**src/rtl/serial_sub_ctrl.sv**
```systemverilog
// rtl/serial_sub_ctrl.sv - bit-serial LSB-first subtractor controller, optional saturation via SERIAL_SUB_SAT_EN
module serial_sub_ctrl #(
    parameter int WIDTH = 8
) (
    input  logic             clk,
    input  logic             rst,
    input  logic             start,
    input  logic [WIDTH-1:0] a,
    input  logic [WIDTH-1:0] b,
    output logic             busy,
    output logic             done,
    output logic [WIDTH-1:0] diff,
    output logic             borrow
);

    localparam int CW = $clog2(WIDTH + 1);

    typedef enum logic [1:0] {
        IDLE = 2'd0,
        RUN  = 2'd1,
        DONE = 2'd2
    } state_t;

    state_t           state;
    state_t           state_nxt;
    logic [WIDTH-1:0] a_sh;
    logic [WIDTH-1:0] b_sh;
    logic [WIDTH-1:0] res;
    logic [WIDTH-1:0] res_nxt;
    logic [CW-1:0]    cnt;
    logic             br;
    logic             br_nxt;
    logic             d;
    logic             hs1_d;
    logic             hs1_b;
    logic             hs2_b;
    logic             last;

    // Two half-subtractor stages chained through the borrow register
    always_comb begin
        hs1_d  = a_sh[0] ^ b_sh[0];
        hs1_b  = ~a_sh[0] & b_sh[0];
        d      = hs1_d ^ br;
        hs2_b  = ~hs1_d & br;
        br_nxt = hs1_b | hs2_b;
        last   = (cnt == CW'(WIDTH - 1));
        // Result fills from the MSB end so the LSB-first bits settle in place
        res_nxt            = res >> 1;
        res_nxt[WIDTH-1]   = d;
    end

    always_comb begin
        state_nxt = state;
        busy      = 1'b0;
        done      = 1'b0;
        case (state)
            IDLE: begin
                if (start) state_nxt = RUN;
            end
            RUN: begin
                busy = 1'b1;
                if (last) state_nxt = DONE;
            end
            DONE: begin
                done      = 1'b1;
                state_nxt = IDLE;
            end
            default: state_nxt = IDLE;
        endcase
    end

    always_ff @(posedge clk) begin
        if (rst) begin
            state  <= IDLE;
            a_sh   <= '0;
            b_sh   <= '0;
            res    <= '0;
            cnt    <= '0;
            br     <= 1'b0;
            diff   <= '0;
            borrow <= 1'b0;
        end else begin
            state <= state_nxt;
            case (state)
                IDLE: begin
                    if (start) begin
                        a_sh <= a;
                        b_sh <= b;
                        br   <= 1'b0;
                        cnt  <= '0;
                    end
                end
                RUN: begin
                    a_sh <= a_sh >> 1;
                    b_sh <= b_sh >> 1;
                    res  <= res_nxt;
                    br   <= br_nxt;
                    cnt  <= cnt + 1'b1;
                    if (last) begin
`ifdef SERIAL_SUB_SAT_EN
                        diff <= br_nxt ? '0 : res_nxt;
`else
                        diff <= res_nxt;
`endif
                        borrow <= br_nxt;
                    end
                end
                default: ;
            endcase
        end
    end

endmodule

```
**config.mk**
```make
export PLATFORM = sky130hd
export DESIGN_NAME = serial_sub_ctrl
export DESIGN_NICKNAME = d
export VERILOG_FILES = /design/src/rtl/serial_sub_ctrl.sv
export SDC_FILE = /design/constraint.sdc
export NUM_CORES = 1
export LEC_CHECK = 0
export CORE_MARGIN = 2
export CORE_UTILIZATION = 55
export CTS_BUF_LIST = sky130_fd_sc_hd__clkbuf_16
export DETAILED_ROUTE_END_ITERATION = 6
export GPL_TIMING_DRIVEN = 0
export HOLD_SLACK_MARGIN = 0.03
export PLACE_DENSITY = 0.86
export SYNTH_ARGS = -nofsm -noshare
export SYNTH_HDL_FRONTEND = slang
export SYNTH_SLANG_ARGS = --single-unit
```
**constraint.sdc**
```tcl
create_clock -name clk -period 3.03 [get_ports clk]
set_input_delay 0.606 -clock clk [delete_from_list [all_inputs] [get_ports clk]]
set_output_delay 0.606 -clock clk [all_outputs]
set_load 0.02 [all_outputs]
```
==> impl_metrics.py <==
metrics = {
    "route": {
        "drc": 0,
        "vias_per_cell": 5.80,
        "final_antenna_net_count": 0,
        "detail_route.first_pass.iterations": 4,
        "drt-initial-drc-count": 35,
        "routed_wl_mm": 3.63,
        "wl_per_cell_um": 14.4,
        "num_vias": 1461,
    },
    "cts": {
        "ctsLongestPathBuffers": 2,
        "cts.repair_timing.setup_buffer_count": 0,
        "path_clk_slew_ns": 0.06,
        "clock-root-buffer": "clkbuf_16",
        "worstSkewPairLatency_ns": 0.28,
        "ctsHtreeMaxLevel": 2,
        "post_cts.resized_instances": 0,
        "cts_inserted_buffers": 5,
        "postCtsHoldBufs": 0,
        "tritoncts_num_sinks": 39,
        "cts_tree": "done",
    },
    "synthesis": {
        "synth.area.top_cells": "dfxtp_1 (46%), a21oi_1 (7.4%), or3b_2 (4.2%)",
        "postSynthAreaPerCell_um2": 9.27,
        "yosys.cell_count.top_type": "dfxtp_1",
        "post-synth-top-area-fraction": 0.463,
        "synth-seq-cells": 39,
        "postSynthCellCount": 182,
        "syn_area_um2": 1690,
        "mappedNetlistNets": 203,
        "synth_sequential_area_ratio": 0.463,
        "synth.largest_area_cell": "dfxtp_1",
        "distinct_cells_synth": 34,
        "post_synth_most_frequent_cells": "dfxtp_1 (39), a21oi_1 (25), nand2_1 (16), nand3_1 (10), nor2_1 (9)",
        "synth_enable_flop_cells": 0,
        "synth_top_flop_cell": "dfxtp_1",
        "postSynth.asyncResetShare": 0,
        "yosys_warnings": 0,
    },
    "sta": {
        "unrepaired_setup_endpoints_after_global_routing": "no",
        "final-max-slew-violation-count": 0,
        "number_of_endpoints_with_negative_hold_slack_in_the_final_report": 0,
        "setup-violations-final": 0,
        "setup_tns_final_ns": 0,
        "final_period_minus_worst_setup_slack_ns": 2.54,
        "timing.final.crit_share": 0.838,
        "slew-limit-headroom": 0.680,
        "worst_pin_slew_ns": 0.480,
        "clock.fmax_mhz": 394,
        "finalClockSkew_ns": 0.00381,
    },
    "power": {
        "max-vdd-ir-drop_uv": 428,
        "comb_power_share": 0.119,
        "p_seq_frac": 0.427,
        "power_frac_clock": 0.454,
        "internal-power_w": 0.00101,
        "power_leakage_nw": 0.817,
        "switchingPower_w": 0.000302,
        "powerDensity_nw_per_um2": 598,
        "p_sw_frac": 0.231,
    },
    "setup_path": {
        "timing.critical_path.arrival_ns": 1.93,
        "worst-setup-path-type": "flop to output pin",
        "reg2reg_setup_slack_ns": 1.46,
        "endpoint_kind": "output pin",
        "critical_path_required_ns": 2.42,
        "crit_fanout": 10,
        "start_kind": "flop",
    },
    "floorplanning": {
        "die_height_um": 59.4,
        "die_w_um": 59.4,
        "floorplan.io_pins": 30,
        "floorplan.die_area_um2": 3530,
        "floorplan.initialDensity": 0.567,
        "core_um2": 2980,
        "fp-row-count": 20,
    },
    "placed_design": {
        "place_congestion": 0.775,
        "io_buffers": 29,
        "postPlaceCellArea_um2": 2020,
        "hpwl_mm": 2.55,
    },
    "final_layout": {
        "flow.area_growth_from_synthesis_pct": 29.7,
        "antenna-diode-count": 0,
        "net_count_final": 239,
        "layout-drive-gt1-share": 0.151,
        "fin_area_um2": 2190,
    },
    "run_status": {
        "run_status": "completed",
    },
    "run": {
        "maxCapViolations": 0,
    },
    "global_routing": {
        "grt.total_usage": 0.237,
        "grt_pass1_wl_mm": 6.01,
        "grt_start_max_net_pins": 14,
        "first_global_vias": 1342,
        "gr-total-overflow": 0,
        "number_of_antenna_violations_at_the_first_check_in_global_routing": 0,
    },
    "worst_hold_path": {
        "hold_path.class": "flop to flop",
    },
}
==> final timing paths <==
path                         startpoint             endpoint  cells after the start
setup reg to reg    cnt[0]$_SDFFE_PP0P_  borrow$_SDFFE_PP0P_                      6
hold / removal      res[7]$_SDFFE_PP0N_  res[6]$_SDFFE_PP0N_                      2
setup / recovery  state[0]$_SDFFE_PP0P_                 busy                      5
hold reg to reg     res[7]$_SDFFE_PP0N_  res[6]$_SDFFE_PP0N_                      2
==> kinds of logic after synthesis <==
group,after synthesis,share of synthesized area
compound gates,49,0.207
buf+inv,15,0.0482
simple gates,77,0.263
flops,39,0.463
fa+ha+maj,2,0.0193
==> worst max-delay path: stages, from the launching register on <==
cell             delay, ns
dfxtp_1               0.44
nand2b_1              0.10
buf_6                 0.15
inv_4                 0.10
buf_2                 0.23
clkdlybuf4s50_1       0.63
==> routing by layer <==
layer	part of all wire	GRT usage	vias up	routed length [µm]
met1	0.40	0.269	682	1470
li1	-	-	713	-
met2	0.50	0.385	54	1820
met4	0.030	0.140	0	110
met3	0.064	0.0808	12	232
met5	0	0	-	0
==> layout make-up <==
type	count	area (µm²)
plain buffers	12	67.6
clock inverters	3	43.8
clock buffers	5	125
fillers	229	790
flip-flops and latches	39	781
inverters	3	13.8
repair buffers	29	290
well taps	33	41.3
multi-input cells	128	826
==> flip-flops by register name, indices dropped and copies added, names as in the netlist <==
name and count:
a_sh 8, b_sh 8, diff 8, res 7, cnt 4, state 2
borrow 1, br 1
==> layout by cell type (no fill, tap or decap), types with 5 or more instances in the layout <==
master and count:
clkbuf_16 5, or2b_1 6, dfxtp_1 39, or3b_2 8
nand2b_1 6, a21oi_1 25, clkdlybuf4s50_1 29, nor3_1 8
and2_1 7, clkbuf_1 5, a21bo_2 6, nand3_1 10
a221o_1 6, nand2_1 16, nor2_1 9
==> per-stage QoR <==
step | hold slack (ns) | util | total power (W) | instances | worst slack, ns
2_1_floorplan | 0.432 | - | 0.000667 | 182 | 1.40
3_3_place_gp | 0.446 | 0.678 | 0.000716 | 244 | 0.822
3_5_place_dp | 0.459 | 0.678 | 0.000725 | 244 | 0.793
4_1_cts | 0.472 | 0.735 | 0.00132 | 252 | 0.479
5_1_grt | 0.486 | 0.735 | 0.00136 | 252 | 0.372
6_report | 0.472 | 0.735 | 0.00131 | 252 | 0.489
==> power groups by stage <==
| stage | logic [W] | clock network, W | registers, W |
|---|---|---|---|
| after floorplan | 0.000102 | 0 | 0.000564 |
| after global placement | 0.000149 | 0 | 0.000567 |
| final | 0.000155 | 0.000594 | 0.000559 |
| after detailed placement | 0.000156 | 0 | 0.000569 |
| after CTS | 0.000156 | 0.000601 | 0.000558 |
| after global routing | 0.000173 | 0.000622 | 0.000562 |
Power figures use the tool's default switching activity.
